--- src/rtl/pcfx_pad_mapper.sv ---
// pcfx_pad_mapper: remaps raw joystick words to PC-FX pad words with direction cleanup and mode toggles.
// Optional turbo on I/II is enabled by defining PCFX_PAD_MAPPER_TURBO_EN.
module pcfx_pad_mapper #(
  parameter int NUM_PADS     = 2,
  parameter int TURBO_FRAMES = 4
) (
  input  logic                     clk_sys,
  input  logic                     reset_n,
  input  logic [32*NUM_PADS-1:0]   joy_in,
  input  logic                     vsync,
  output logic [16*NUM_PADS-1:0]   pad_out,
  output logic [NUM_PADS-1:0]      pad_changed,
  output logic                     frame_tick
);
  logic r_valid, r_vs, r_tick;
  always_ff @(posedge clk_sys or negedge reset_n)
    if (!reset_n) begin
      r_valid <= 1'b0;
      r_vs    <= 1'b0;
      r_tick  <= 1'b0;
    end else begin
      r_valid <= 1'b1;
      r_vs    <= vsync;
      r_tick  <= vsync & ~r_vs;
    end
  assign frame_tick = r_tick;
`ifdef PCFX_PAD_MAPPER_TURBO_EN
  logic [3:0] r_cnt;
  logic       r_phase;
  always_ff @(posedge clk_sys or negedge reset_n)
    if (!reset_n) begin
      r_cnt   <= 4'd0;
      r_phase <= 1'b0;
    end else if (r_tick) begin
      r_cnt   <= (r_cnt == 4'(TURBO_FRAMES-1)) ? 4'd0 : r_cnt + 4'd1;
      r_phase <= (r_cnt == 4'(TURBO_FRAMES-1)) ? ~r_phase : r_phase;
    end
`endif
  for (genvar n = 0; n < NUM_PADS; n++) begin : g_pad
    logic [15:0] r_joy, r_pad, w_nxt;
    logic [1:0]  r_prev, r_arm, r_mode, w_mode;
    logic        r_chg, w_ti, w_tii, w_unused_hi;
    assign w_unused_hi = ^joy_in[32*n+16 +: 16];
    // a toggle edge only counts once a 0 has been sampled since reset
    assign w_mode = r_mode ^ (r_joy[15:14] & ~r_prev & r_arm);
`ifdef PCFX_PAD_MAPPER_TURBO_EN
    assign w_ti  = r_joy[12] & ~r_phase;
    assign w_tii = r_joy[13] & ~r_phase;
`else
    logic w_unused_turbo;
    assign w_unused_turbo = ^r_joy[13:12];
    assign w_ti  = 1'b0;
    assign w_tii = 1'b0;
`endif
    assign w_nxt = {2'b00, w_mode,
                    r_joy[1] & ~r_joy[0], r_joy[2] & ~r_joy[3],
                    r_joy[0] & ~r_joy[1], r_joy[3] & ~r_joy[2],
                    r_joy[7], r_joy[6], r_joy[11:8],
                    r_joy[5] & ~w_tii, r_joy[4] & ~w_ti};
    always_ff @(posedge clk_sys or negedge reset_n)
      if (!reset_n) begin
        r_joy  <= 16'd0;
        r_pad  <= 16'd0;
        r_prev <= 2'b00;
        r_arm  <= 2'b00;
        r_mode <= 2'b00;
        r_chg  <= 1'b0;
      end else begin
        r_joy  <= joy_in[32*n +: 16];
        r_prev <= r_joy[15:14];
        r_arm  <= r_arm | ({2{r_valid}} & ~r_joy[15:14]);
        r_mode <= w_mode;
        r_pad  <= w_nxt;
        r_chg  <= w_nxt != r_pad;
      end
    assign pad_out[16*n +: 16] = r_pad;
    assign pad_changed[n]      = r_chg;
  end
endmodule

--- config.mk ---
export PLATFORM = sky130hd
export DESIGN_NAME = pcfx_pad_mapper
export DESIGN_NICKNAME = d
export VERILOG_FILES = /design/src/rtl/pcfx_pad_mapper.sv
export SDC_FILE = /design/constraint.sdc
export NUM_CORES = 1
export LEC_CHECK = 0
export ABC_AREA = 0
export CORE_MARGIN = 1.5
export CORE_UTILIZATION = 44
export DETAILED_ROUTE_END_ITERATION = 12
export PLACE_DENSITY_LB_ADDON = 0.2
export SETUP_SLACK_MARGIN = 0.4
export SLEW_MARGIN = 20
export SYNTH_ARGS = -nofsm -noshare
export SYNTH_HDL_FRONTEND = slang
export SYNTH_SLANG_ARGS = --single-unit
--- constraint.sdc ---
create_clock -name clk_sys -period 4.95 [get_ports clk_sys]
set_input_delay 0.99 -clock clk_sys [delete_from_list [all_inputs] [get_ports clk_sys]]
set_output_delay 0.99 -clock clk_sys [all_outputs]
set_load 0.005 [all_outputs]
==> reports/qor.csv <==
metric,value,unit
status,finished clean,
grt_pass1_vias,1283,
fin_crit,2.23,ns
die_area,5490,um^2
place_hpwl,2570,um
ios,102,
setup_viol,0,
grt_max_degree,70,
cp_max_fo,2,
max_stage_delay,0.54,ns
drv_slew,0,
crit_path_start_kind,flop,
p_per_area,390,nW/um^2
clock-sinks,69,
maxSlewHeadroom,45.1,%
cp.buffers_inverters,1,
cellLeakagePower,1.32,nW
dieHeight,74.1,um
clock_path_buffers,2,
grt_pass1_wl,5850,um
irDropWorstVdd,0.267,mV
num_rows,25,
yosys.area.top_type,dfrtp_1,
n_antenna_cell,0,
hp-class,flop to flop,
cts_setup_buffers,0,
grt_overflow_total,0,
vias,1234,
fillers,370,
ys_seq_elements,69,
yosysWarnings,0,
final_cells,282,
grt_util_all_layers,14.9,%
initial_core_util,46.5,%
synth_area_leaders,"dfrtp_1 (78%), xnor2_1 (6.3%), xor2_1 (3.1%)",
yosysSeqAreaShare,77.6,%
design.core.area,4790,um^2
critPathCaptureType,output pin,
viasPerCell,4.38,
cap_violations,0,
syn_area,2230,um^2
crit_type,flop to output pin,
cts_resized,0,
nets,277,
numCtsBuffers,9,
tns,0,ns
synth.distinct_cells,14,
io_buffers,61,
worst_pin_slew,0.823,ns
htreeDepth,3,
die_w,74.1,um
wl_per_cell,13.2,um
timing.final.crit_share,45.0,%
fmax,0.449,GHz
detail-route-antenna-nets,0,
placed_cells,266,
insertion_delay,0.33,ns
final_util,64.4,%
routabilityCongestion,0.677,
drc,0,
crit_family,buffers and inverters,
antenna_found_initial,0,
rsz0062_at_grt,false,
area_growth,38.4,%
drt_iter0_drc,59,
yosys.area.top_type_share,77.6,%
worstPathArrival,1.24,ns
drt-total-wl,3720,um
cp.required,3.96,ns
power.total,0.00120,W
cp_cell_sequence,clkdlybuf4s50_1,
clk_pin_slew_worst_paths,0.07,ns
cts_hold_buffers,0,
clockRootBuffer,clkbuf_8,
synth.avg_cell_area,15.9,um^2
cp_slowest_cell,clkdlybuf4s50_1,
cts_tree,built,
drive_above_1_share,7.91,%
synthCells,140,
finClkSkew,0.00551,ns
drt-pass1-iter-count,3,
hold_viol_final,0,
state kept, by name, summed over array words and instances (netlist names):
register / count
g_pad.r_prev: 4
r_vs: 1
g_pad.r_joy: 28
frame_tick: 1
g_pad.r_pad: 26
g_pad.r_mode: 2
r_valid: 1
g_pad.r_chg: 2
g_pad.r_arm: 4
stage by stage:
step / hold WS [ns] / setup slack [ns] / cell area [um^2]
2_1_floorplan: 0.372 / 3.31 / 2240
3_3_place_gp: 0.378 / 3.10 / 2890
3_5_place_dp: 0.379 / 3.07 / 2890
4_1_cts: 0.396 / 2.70 / 3080
5_1_grt: 0.407 / 2.66 / 3080
6_report: 0.392 / 2.72 / 3080
metal layers:
metal | global-route usage (%) | routed length, um | part of all wire [%] | vias up
li1 | - | - | - | 578
met1 | 17.3 | 1570 | 42 | 614
met2 | 24.1 | 1900 | 51 | 36
met3 | 5.83 | 189 | 5.1 | 6
met4 | 7.41 | 65 | 1.7 | 0
met5 | 0 | 0 | 0 | -
cell usage in the layout, fill, tap and decap left out:
cell type,netlist,layout
dfrtp_1,69,69
clkdlybuf4s50_1,0,60
xnor2_1,16,16
clkbuf_8,0,10
nor2b_1,9,9
xor2_1,8,8
inv_1,8,8
conb_1,2,5
nor2_1,4,4
o2111ai_1,4,4
or4_1,4,4
a21o_1,4,4
clkinv_2,0,4
nand3b_1,2,2
nand2_1,2,2
o311ai_0,2,2
bufinv_16,0,1
clkbuf_1,0,1
buf_2,0,1
buf_4,6,1
cell families after synthesis:
family / count (synthesis) / synth area share (%)
compound gates: 10 / 3.71
xor+xnor: 24 / 9.44
buf+inv: 14 / 3.37
flops: 69 / 77.6
other cells: 2 / 0.337
simple gates: 21 / 5.56
cell type report:
| class | instances | area, um^2 | share of cell area [%] |
|---|---|---|---|
| flip-flops and latches | 69 | 1730 | 56.1 |
| repair buffers | 62 | 613 | 19.9 |
| clock buffers | 11 | 141 | 4.59 |
| well taps | 67 | 83.8 | 2.72 |
| multi-input cells | 60 | 435 | 14.1 |
| inverters | 8 | 30.0 | 0.975 |
| clock inverters | 5 | 50.0 | 1.62 |
report_power, final:
group	internal [W]	switching (W)	total, W
Sequential	0.000606	0.0000279	0.000633
Combinational	0.0000888	0.0000429	0.000132
Clock	0.000243	0.000192	0.000435
final timing paths:
check	startpoint	to	slack [ns]	depth (start not counted)
setup reg to reg	g_pad[0].r_pad[4]	g_pad[0].r_chg	3.20	3
min in group asynchronous	reset_n	g_pad[0].r_joy[0]	0.85	2
setup / recovery	g_pad[0].r_pad[2]	pad_out[2]	2.72	1
hold / removal	g_pad[1].r_joy[11]	g_pad[1].r_pad[5]	0.39	0
hold reg to reg	g_pad[1].r_joy[11]	g_pad[1].r_pad[5]	0.39	0
max in group asynchronous	reset_n	g_pad[1].r_joy[4]	3.57	2
cell usage after synthesis:
master / instances
nand3b_1: 2
or4_1: 4
nor2_1: 4
a21o_1: 4
dfrtp_1: 69
xnor2_1: 16
nor2b_1: 9
inv_1: 8
nand2_1: 2
buf_4: 6
o2111ai_1: 4
xor2_1: 8
conb_1: 2
o311ai_0: 2
(Power assumes the default switching activity.)
